[config.mk]
export PLATFORM = sky130hd
export DESIGN_NAME = uni_shift_reg
export DESIGN_NICKNAME = d
export VERILOG_FILES = /design/src/rtl/usr_pkg.sv /design/src/rtl/usr_next_state.sv /design/src/rtl/uni_shift_reg.sv
export SDC_FILE = /design/constraint.sdc
export NUM_CORES = 1
export LEC_CHECK = 0
export ABC_AREA = 1
export CORE_MARGIN = 1.5
export CORE_UTILIZATION = 35
export CTS_CLUSTER_SIZE = 30
export DETAILED_ROUTE_END_ITERATION = 8
export GPL_TIMING_DRIVEN = 0
export HOLD_SLACK_MARGIN = 0.12
export PLACE_DENSITY = 0.62
export SYNTH_ARGS = -nofsm -noshare
export SYNTH_HDL_FRONTEND = slang
export SYNTH_SLANG_ARGS = --single-unit
[constraint.sdc]
create_clock -name CP -period 1.7 [get_ports CP]
set_input_delay 0.17 -clock CP [delete_from_list [all_inputs] [get_ports CP]]
set_output_delay 0.17 -clock CP [all_outputs]
set_load 0.1 [all_outputs]
[src/rtl/usr_pkg.sv]
// Shared types for the universal shift register: operation modes and burst FSM states.
package usr_pkg;

  typedef enum logic [2:0] {
    MODE_HOLD  = 3'b000,
    MODE_SHR   = 3'b001,
    MODE_SHL   = 3'b010,
    MODE_LOAD  = 3'b011,
    MODE_ROR   = 3'b100,
    MODE_ROL   = 3'b101,
    MODE_FILLR = 3'b110,
    MODE_CLR   = 3'b111
  } mode_e;

  typedef enum logic {
    ST_IDLE  = 1'b0,
    ST_BURST = 1'b1
  } state_e;

endpackage

[src/rtl/usr_next_state.sv]
// Combinational next-value function of the shift register for one operation.
// "Right" moves bits towards the MSB (HC194 convention), "left" towards the LSB.
module usr_next_state
  import usr_pkg::*;
#(
  parameter int WIDTH = 4
) (
  input  mode_e              mode_i,
  input  logic [WIDTH-1:0]   q_i,
  input  logic [WIDTH-1:0]   d_i,
  input  logic               dsr_i,
  input  logic               dsl_i,
  output logic [WIDTH-1:0]   q_o
);

  always_comb begin
    q_o = q_i;
    case (mode_i)
      MODE_HOLD:  q_o = q_i;
      MODE_SHR:   q_o = {q_i[WIDTH-2:0], dsr_i};
      MODE_SHL:   q_o = {dsl_i, q_i[WIDTH-1:1]};
      MODE_LOAD:  q_o = d_i;
      MODE_ROR:   q_o = {q_i[WIDTH-2:0], q_i[WIDTH-1]};
      MODE_ROL:   q_o = {q_i[0], q_i[WIDTH-1:1]};
      MODE_FILLR: q_o = {q_i[WIDTH-2:0], q_i[0]};
      MODE_CLR:   q_o = '0;
      default:    q_o = q_i;
    endcase
  end

endmodule

[src/rtl/uni_shift_reg.sv]
// Parametrised universal shift register with immediate ops and a counted burst engine.
// A burst of CNT ops takes CNT enabled edges; DONE is a registered one-cycle pulse after the last.
module uni_shift_reg
  import usr_pkg::*;
#(
  parameter int WIDTH = 4,
  localparam int CW = $clog2(WIDTH + 1)
) (
  input  logic              CP,
  input  logic              MR,
  input  logic              EN,
  input  logic [2:0]        S,
  input  logic [WIDTH-1:0]  D,
  input  logic              DSR,
  input  logic              DSL,
  input  logic              START,
  input  logic [CW-1:0]     CNT,
  output logic [WIDTH-1:0]  Q,
  output logic              SOR,
  output logic              SOL,
  output logic              BUSY,
  output logic              DONE
);

  state_e           state_q, state_d;
  mode_e            mode_q, mode_d;
  logic [CW-1:0]    cnt_q, cnt_d;
  logic [WIDTH-1:0] q_q, q_d;
  logic             done_q, done_d;

  mode_e            op_mode;
  logic [WIDTH-1:0] op_q;

  // In BURST the latched mode drives the datapath; S is only looked at while idle.
  assign op_mode = (state_q == ST_BURST) ? mode_q : mode_e'(S);

  usr_next_state #(.WIDTH(WIDTH)) u_next (
    .mode_i (op_mode),
    .q_i    (q_q),
    .d_i    (D),
    .dsr_i  (DSR),
    .dsl_i  (DSL),
    .q_o    (op_q)
  );

  always_ff @(posedge CP or negedge MR) begin
    if (!MR) begin
      state_q <= ST_IDLE;
      mode_q  <= MODE_HOLD;
      cnt_q   <= '0;
      q_q     <= '0;
      done_q  <= 1'b0;
    end else begin
      state_q <= state_d;
      mode_q  <= mode_d;
      cnt_q   <= cnt_d;
      q_q     <= q_d;
      done_q  <= done_d;
    end
  end

  always_comb begin
    state_d = state_q;
    mode_d  = mode_q;
    cnt_d   = cnt_q;
    q_d     = q_q;
    done_d  = 1'b0;
    if (EN) begin
      case (state_q)
        ST_IDLE: begin
          if (START) begin
            mode_d = mode_e'(S);
            if (CNT == '0) begin
              done_d = 1'b1;
            end else begin
              q_d   = op_q;
              cnt_d = CNT - CW'(1);
              if (CNT == CW'(1)) begin
                done_d = 1'b1;
              end else begin
                state_d = ST_BURST;
              end
            end
          end else begin
            q_d = op_q;
          end
        end
        ST_BURST: begin
          q_d   = op_q;
          cnt_d = cnt_q - CW'(1);
          if (cnt_q == CW'(1)) begin
            state_d = ST_IDLE;
            done_d  = 1'b1;
          end
        end
        default: state_d = ST_IDLE;
      endcase
    end
  end

  always_comb begin
    Q    = q_q;
    SOR  = q_q[WIDTH-1];
    SOL  = q_q[0];
    BUSY = (state_q == ST_BURST);
    DONE = done_q;
  end

endmodule

==> out/results.txt, run 1 <==
Placement Setup Slack: -111 ps
CP required: 1530 ps
Final Non-Filler Cells: 196
CTS Buffer Depth: 2
Buf+Inv Stages, Crit Path: 1
CP startpoint kind: flip-flop
Worst path top cell family by delay: buffers and inverters
vias in the first global route: 841
Crit path depth: 1
area grow syn2layout: 30.3%
Hold Path Class: primary input to async pin
GP Congestion: 0.863
number of hold violations in the final report: 0
Rows: 19
fillers: 288
clk_lat worst skew: 270 ps
Final Util: 0.475
initial antenna violation count: 0
initial core utilization: 0.364
Pwr Total: 2.72 mW
CP Class: flip-flop to output pin
total die area: 3150 µm²
layout cells sized above 1: 0.182
EDFF count, synth: 0
nets@finish: 187
Post-CTS Setup Inserts: 0
first-pass GRT wire length: 3.45 mm
post-synthesis cell count: 138
Total Routing Usage GR: 0.136
sequential share of the synthesized area: 0.304
Synth async-reset ratio: 1.00
setup ws final: 38.3 ps
final cycle utilization of the critical path: 0.977
clk_skew: 7.81 ps
detailed placement HPWL: 1.63 mm
RSZ-0062 raised after global routing: false
ranking of synthesized cells by area: dfrtp_1, nand2_1, nand3_1
# port buffers: 23
syn_area_per_cell: 7.15 µm²
minimum clock period: 1660 ps
via/cell ratio: 4.68
Critical Path Max Stage Delay: 840 ps
Synth area leader: dfrtp_1
Synth Cell Area: 987 µm²
Synth top area share: 0.304
Slowest-stage cell, CP: clkdlybuf4s15_1
Worst Setup End Kind: output pin
Congestion Overflow GR: 0
crit path max fanout: 4
Final setup viols: 0
Ports: 24
Placed Cells incl. Taps: 192
Fin Setup TNS: 0 ps
R2R cell count: 10
pin count of the biggest net entering global routing: 13
leakage: 0.661 nW
vias: 917
DRT iter0 DRCs: 17
yosys warns: 0
CTS Root Cell: clkbuf_4
Cell variety after synth: 24
Die X-Extent: 56.1 µm
die height: 56.1 µm
fmax: 0.602 GHz
TritonCTS Buffers: 3
TritonCTS clock tree: done
DR WL/cell: 10.0 µm
PwrDens: 2110 nW/µm²
hold_buf cts: 0
Clock Sinks: 12
Worst-Margin Slew: 949 ps
Reg clk slew, reported paths: 70 ps
Seq cells post-synth: 12
Core Box Area: 2710 µm²
final wirelength: 1.96 mm
Relative slew margins: 0.370
# DRC: 0
syn nets: 159
worst-path cell chain: clkdlybuf4s15_1
max-cap viol count: 0
Top FF cell, synth: dfrtp_1
H-tree depth: 1
drt pass-1 iters: 4
post-route ant nets: 0
peak supply drop: 1.52 mV
outcome: finished, final reports clean
Ant. Diodes: 0
Arrival @ worst endpoint: 1490 ps
max-slew violations: 0
==> flip-flops by register name, indices dropped and copies added, names as in the netlist <==
signal	flops
BUSY	1
DONE	1
Q	4
cnt_q	3
mode_q	3
==> cells in the mapped netlist, types with 2 or more instances <==
library cell / n
a21oi_1: 2
buf_4: 2
buf_6: 2
dfrtp_1: 12
ha_1: 5
inv_1: 17
nand2_1: 34
nand2_2: 3
nand2_4: 6
nand3_1: 14
nand4_1: 2
nor2_1: 16
nor2_2: 3
o21ai_0: 9
xor2_1: 2
==> kinds of logic after synthesis <==
logic type	share of synthesized area
xor+xnor	0.0177
compound gates	0.101
simple gates	0.407
buf+inv	0.106
fa+ha+maj	0.0634
flops	0.304
==> path summary, 6_finish.rpt <==
kind / from / endpoint / slack (ps)
min: MR / Q[0]$_DFFE_PN0P_ / 240
max: Q[2]$_DFFE_PN0P_ / Q[2] / 40
max in group asynchronous: MR / BUSY$_DFFE_PN0P_ / 1080
min reg2reg: mode_q[2]$_DFFE_PN0P_ / mode_q[2]$_DFFE_PN0P_ / 520
max reg2reg: BUSY$_DFFE_PN0P_ / Q[3]$_DFFE_PN0P_ / 290
min in group CP: mode_q[2]$_DFFE_PN0P_ / mode_q[2]$_DFFE_PN0P_ / 520
==> per-stage QoR <==
stage | cell area, µm² | hold slack (ps)
after floorplan | 988 | -126
after global placement | 1260 | 492
after detailed placement | 1260 | 507
after CTS | 1290 | 263
after global routing | 1290 | 294
final | 1290 | 243
==> final cells by class <==
cell class	instances	area, µm²	area share
multi-input combinational	104	582	0.452
clock buffer	4	26.3	0.0204
buffer	4	37.5	0.0292
tap	31	38.8	0.0302
inverter	18	67.6	0.0525
timing repair buffer	23	233	0.181
sequential	12	302	0.234
==> power breakdown <==
part | internal, mW | leakage, nW | switching [mW]
clock network | 0.0909 | 0.0150 | 0.0883
registers | 0.428 | 0.140 | 0.127
logic | 0.585 | 0.505 | 1.40
==> routing by layer <==
layer / track usage / part of all wire / wire length [µm] / up-vias
li1: - / - / - / 489
met1: 0.170 / 0.46 / 902 / 406
met2: 0.225 / 0.50 / 978 / 20
met3: 0.0209 / 0.035 / 68 / 2
met4: 0.0714 / 0.0071 / 14 / 0
met5: 0 / 0 / 0 / -
==> what timing repair did <==
| action | CTS | global route |
|---|---|---|
| endpoints found under the setup margin | 8 | 0 |
| gates resized for setup | 20 | 0 |
| endpoints found under the hold margin | 0 | 0 |
==> layout by cell type (no fill, tap or decap) <==
| cell | synthesis | routed |
|---|---|---|
| nand3_1 | 14 | 14 |
| a21oi_1 | 2 | 2 |
| nand2_4 | 6 | 6 |
| a21oi_4 | 1 | 1 |
| clkdlybuf4s15_2 | 0 | 5 |
| dlygate4sd2_1 | 0 | 1 |
| clkdlybuf4s50_1 | 0 | 15 |
| clkdlybuf4s15_1 | 0 | 1 |
| o21ai_0 | 9 | 9 |
| ha_1 | 5 | 5 |
| a21oi_2 | 1 | 1 |
| nand2_1 | 34 | 34 |
| o22ai_1 | 1 | 1 |
| nand2_2 | 3 | 3 |
| a211oi_1 | 1 | 1 |
| clkbuf_4 | 0 | 3 |
| dfrtp_2 | 0 | 1 |
| nor2_4 | 1 | 1 |
| clkbuf_1 | 0 | 1 |
| nor2_2 | 3 | 3 |
| inv_2 | 1 | 1 |
| dfrtp_1 | 12 | 11 |
| xor2_1 | 2 | 2 |
| inv_1 | 17 | 17 |
| nor2_1 | 16 | 16 |
| buf_6 | 2 | 2 |
| a31oi_1 | 1 | 1 |
| nand4_1 | 2 | 2 |
| buf_4 | 2 | 3 |
| nor3b_1 | 1 | 1 |
| nand3b_1 | 1 | 1 |
(Power assumes the default switching activity.)
==> run 2: changes to the inputs <==
- ABC_AREA: 1 -> default
- CTS_BUF_LIST: default -> sky130_fd_sc_hd__clkbuf_4 sky130_fd_sc_hd__clkbuf_8
- MAX_ROUTING_LAYER: default -> met4
- PLACE_DENSITY: 0.62 -> 0.64
==> run 2 against run 1 <==
Clock skew is 8.7 ps higher. The flow now finishes with violations (negative setup slack). Flip-flop and latch count did not move. Critical path type is now flip-flop to flip-flop. Global-route usage rose by 2.0 points. Power fell by 12%. Worst setup slack worse by 75 ps. Critical path depth increased by 4. Sequential share of layout area increased by 2.1 points. Synthesized cell count is 37% lower.
==> out/results.txt, run 2 <==
EDFF count, synth: 0
RR Endpoint: Q[1]$_DFFE_PN0P_
Reg clk slew, reported paths: 80 ps
via/cell ratio: 4.99
most common cell in the netlist: dfrtp_1
Core Box Area: 2190 µm²
TritonCTS clock tree: done
H-tree depth: 1
Seq cells post-synth: 12
commonest non-fill, non-tap cell in the layout: clkdlybuf4s50_1
Arrival @ worst endpoint: 1880 ps
worst-path cell chain: buf_6, mux2_4, mux2i_1, a222oi_1, o21ai_1
TritonCTS Buffers: 3
minimum clock period: 1740 ps
Flop pwr share: 0.239
leakage: 0.536 nW
Slowest-stage cell, CP: dfrtp_4
R2R cell count: 5
Synth top area share: 0.370
CP required: 1840 ps
Synth area leader: dfrtp_1
GP Congestion: 0.719
Fin Setup TNS: -66.1 ps
Synth async-reset ratio: 1.00
Final setup viols: 2
RR Startpoint: BUSY$_DFFE_PN0P_
syn_area_per_cell: 9.33 µm²
syn nets: 108
fmax: 0.576 GHz
Internal: 1.15 mW
Hold Path Class: primary input to async pin
clk_lat worst skew: 280 ps
pin count of the biggest net entering global routing: 13
Worst Setup End Kind: flip-flop
initial core utilization: 0.371
Relative slew margins: 0.372
most instantiated cells after synthesis: dfrtp_1, nand2_1, inv_1
Pwr Total: 2.38 mW
post-route ant nets: 0
Post-Place Cell Area: 1110 µm²
Ports: 24
crit path max fanout: 5
layout cells sized above 1: 0.274
final wirelength: 1.72 mm
Die X-Extent: 51.2 µm
DR WL/cell: 11.8 µm
RSZ-0062 raised after global routing: true
Cell variety after synth: 25
CP startpoint kind: flip-flop
Logic pwr share: 0.676
clk_skew: 16.5 ps
yosys warns: 0
Sw Share: 0.518
Clock Sinks: 12
PwrDens: 2000 nW/µm²
max-cap viol count: 0
hold_buf cts: 0
failing checks: negative setup slack
die height: 51.2 µm
commonest cells after routing, fill and taps aside: clkdlybuf4s50_1, dfrtp_1, nand2_1
post-synthesis cell count: 87
Congestion Overflow GR: 0
outcome: complete, but fails checks
Ant. Diodes: 0
# DRC: 0
Final Non-Filler Cells: 145
Total Routing Usage GR: 0.157
Clk pwr share: 0.085
drt pass-1 iters: 4
Placement Setup Slack: -249 ps
max-slew violations: 0
final cycle utilization of the critical path: 1.02
Worst-Margin Slew: 946 ps
Final Util: 0.543
setup ws final: -36.9 ps
DRT iter0 DRCs: 12
# port buffers: 23
Placed Cells incl. Taps: 138
initial antenna violation count: 0
detailed placement HPWL: 1.30 mm
reg2reg setup slack: -40 ps
fillers: 208
Synth Cell Area: 812 µm²
Top FF cell, synth: dfrtp_1
worst hold slack: 248 ps
Rows: 17
max reg flops: 4
first-pass GRT wire length: 2.84 mm
number of hold violations in the final report: 0
CTS Buffer Depth: 2
sequential share of the synthesized area: 0.370
CP Class: flip-flop to flip-flop
peak supply drop: 0.988 mV
Net Switching: 1.23 mW
CTS Root Cell: clkbuf_4
Critical Path Max Stage Delay: 550 ps
Finished Cell Area: 1190 µm²
nets@finish: 139
vias: 723
area grow syn2layout: 46.5%
total die area: 2620 µm²
ranking of synthesized cells by area: dfrtp_1, ha_1, mux2i_1
vias in the first global route: 627
-- run 2: changes by cell type in the layout (fill, tap and decap cells not counted), moves of 4 or more --
cell     previous run  this run
o21ai_0             9         4
inv_1              17         7
nand3_1            14         2
o21ai_1             0         4
nand2_1            34        10
nand2_4             6         0
nor2_1             16         4
-- run 2: how the worst max path moves through the flow --
stage	startpoint	end	cells after the start	slack, ps
after floorplan	BUSY$_DFFE_PN0P_	Q[0]$_DFFE_PN0P_	5	-140
after global placement	CNT[0]	cnt_q[2]$_DFFE_PN0P_	8	-220
after detailed placement	CNT[0]	cnt_q[2]$_DFFE_PN0P_	8	-250
after CTS	BUSY$_DFFE_PN0P_	Q[1]$_DFFE_PN0P_	5	-50
after global routing	BUSY$_DFFE_PN0P_	Q[1]$_DFFE_PN0P_	5	-120
final	BUSY$_DFFE_PN0P_	Q[1]$_DFFE_PN0P_	5	-40
-- run 2: power by group through the flow --
| stage | Sequential [mW] | Combinational, mW | Clock [mW] |
|---|---|---|---|
| 6_report | 0.570 | 1.61 | 0.202 |
| 5_1_grt | 0.594 | 1.74 | 0.233 |
| 4_1_cts | 0.575 | 1.59 | 0.213 |
| 3_5_place_dp | 0.561 | 1.56 | 0 |
| 3_3_place_gp | 0.555 | 1.55 | 0 |
| 2_1_floorplan | 0.924 | 0.876 | 0 |
-- run 2: routing by layer --
metal / GRT usage / up-vias / routed length (µm)
li1: - / 371 / -
met1: 0.183 / 321 / 738
met2: 0.238 / 27 / 804
met3: 0.0439 / 4 / 139
met4: 0.0946 / 0 / 33
met5: - / - / 0
-- run 2: layout make-up --
class	count	area, µm²	area share
multi-input cells	65	518	0.435
flip-flops and latches	12	304	0.256
repair buffers	26	250	0.210
well taps	28	35.0	0.0294
clock buffers	4	30.0	0.0252
plain buffers	3	26.3	0.0221
inverters	7	26.3	0.0221
-- run 2: worst max-delay path: cells and delay by family (launching register included) --
kind,cells,cell delay (ps)
multiplexers,2,470
AO/OA/AOI/OAI,2,430
buffers and inverters,1,150
flip-flops,1,550
-- run 2: cell families (layout without fill, tap and decap cells) --
kind of cell    after synthesis  in the layout  synth area share
fa+ha+maj                     5              5            0.0770
compound gates               23             23             0.179
mux                          12             12             0.162
buf+inv                      10             40            0.0601
xor+xnor                      1              1            0.0108
simple gates                 24             24             0.142
flops                        12             12             0.370
-- run 2: timing repair --
| action | in CTS | in global routing |
|---|---|---|
| setup buffers | 2 | 1 |
| gates resized for setup | 23 | 3 |
| pin swaps | 2 | 1 |
| setup endpoints to repair | 11 | 6 |
==> variant (config.mk and constraints of run 2) <==
`WIDTH` is set to 4 in 2 places; all go to 2.
--- a/src/rtl/usr_next_state.sv
+++ b/src/rtl/usr_next_state.sv
@@ -4,5 +4,5 @@
   import usr_pkg::*;
 #(
-  parameter int WIDTH = 4
+  parameter int WIDTH = 2
 ) (
   input  mode_e              mode_i,
--- a/src/rtl/uni_shift_reg.sv
+++ b/src/rtl/uni_shift_reg.sv
@@ -4,5 +4,5 @@
   import usr_pkg::*;
 #(
-  parameter int WIDTH = 4,
+  parameter int WIDTH = 2,
   localparam int CW = $clog2(WIDTH + 1)
 ) (
Interface: changed (resized CNT, D and Q); port bits go from 24 to 19. No check against the original RTL was run, so the function may have changed too.
==> variant against run 2 <==
Fmax is 2.4% higher; routed wire length decreased by 23%; first-iteration DRC count down 8.3%; clock skew shrank 0.014 ns; total power is 16% lower; sequential cell count decreased by 3; critical path depth unchanged; global-route usage fell by 0.92 points; final area shrank 21%; setup slack improved by 0.040 ns; synthesized area down 22%; worst hold slack lost 0.033 ns; largest power group unchanged.
==> variant: results (changes against run 2) <==
power_and_ir_drop:
  ir_drop_v: 0.000839  # -15%
  pwr-share-seq_pct: 21.3  # -2.6 points
  p_seq_w: 0.000425  # -25%
  switching_power_w: 0.00102  # -18%
  p_leak_nw: 0.402  # -25%
  clockPowerShare_pct: 9.1  # +0.6 points
logic_synthesis:
  synth_nets: 80  # -26%
  yosysUniqueCellTypes: 27  # +8.0%
  yosys-top-cells-count: "dfrtp_1 (9), mux2_2 (5), o21ai_0 (5)"
  yosysSeqAreaShare_pct: 35.4  # -1.5 points
  syn_avg_cell_area_sq_um: 9.93  # +6.4%
  synth.area.top_cells: "dfrtp_1 (35%), mux2_2 (8.9%), ha_1 (5.9%), mux2i_1 (4.7%), o21ai_0 (3.9%)"
routing:
  wl_met1_microns: 633  # -14%
  wire_per_inst_microns: 11.5  # -2.4%
  wl_microns: 1320  # -23%
  drt_iter0_markers: 11  # -1
  met3_length_microns: 64  # -54%
  wl_met2_microns: 597  # -26%
global_routing:
  use_met1_pct: 16.6  # -1.8 points
  gr-usage-all-layers_pct: 14.7  # -0.92 points
  grt_max_degree: 11  # -2
  grt_util_met2_pct: 22.5  # -1.3 points
  grt_pass1_vias: 492  # -22%
  grt_pass1_wl_microns: 2080  # -27%
critical_path:
  r2r_end: "Q[0]$_DFFE_PN0P_"
  r2r_setup_slack_ns: 0.003  # +0.04 ns
placement:
  dp_cells: 107  # -22%
  dp_hpwl_microns: 963  # -26%
  port_buffers: 18  # -22%
  place_congestion: 0.831  # +16%
  placed_area_sq_um: 851  # -24%
  dp_slack_ns: -0.131  # +0.118 ns
sta:
  hold-worst-slack_ns: 0.215  # -0.0328 ns
  period_minus_slack_ns: 1.70  # -0.0402 ns
  relSlewSlack_pct: 36.5  # -0.61 points
clocking:
  cts.clk_slew.worst_paths_ns: 0.06  # -0.02 ns
cells_and_area:
  nets: 106  # -24%
  drive_above_1_share_pct: 32.6  # +5.2 points
  fillers: 153  # -26%
outcome:
  status: "completed"
variant: area by class of cell:
cell class	instances	area, sq um	area share, %
well taps	25	31.3	3.32
clock buffers	4	30.0	3.19
repair buffers	21	196	20.9
plain buffers	5	36.3	3.86
flip-flops and latches	9	229	24.3
inverters	4	15.0	1.60
multi-input cells	46	403	42.8
variant: repair_timing:
item / in CTS / in global routing
resized for setup: 13 / 8
endpoints found under the setup margin: 8 / 4
pin swaps: 1 / 2
setup buffers: 1 / 2
hold buffers: 0 / 0
variant: cell families after synthesis:
group / after synthesis / synth area share, %
xor+xnor: 1 / 1.38
compound gates: 13 / 13.2
flops: 9 / 35.4
simple gates: 18 / 14.8
fa+ha+maj: 3 / 5.91
mux: 11 / 21.3
buf+inv: 9 / 8.07
variant: critical path: stages, from the launching register on:
cell,delay (ns)
dfrtp_4,0.47
buf_6,0.14
mux2_4,0.31
xnor2_1,0.12
o211ai_1,0.21
mux2_4,0.32
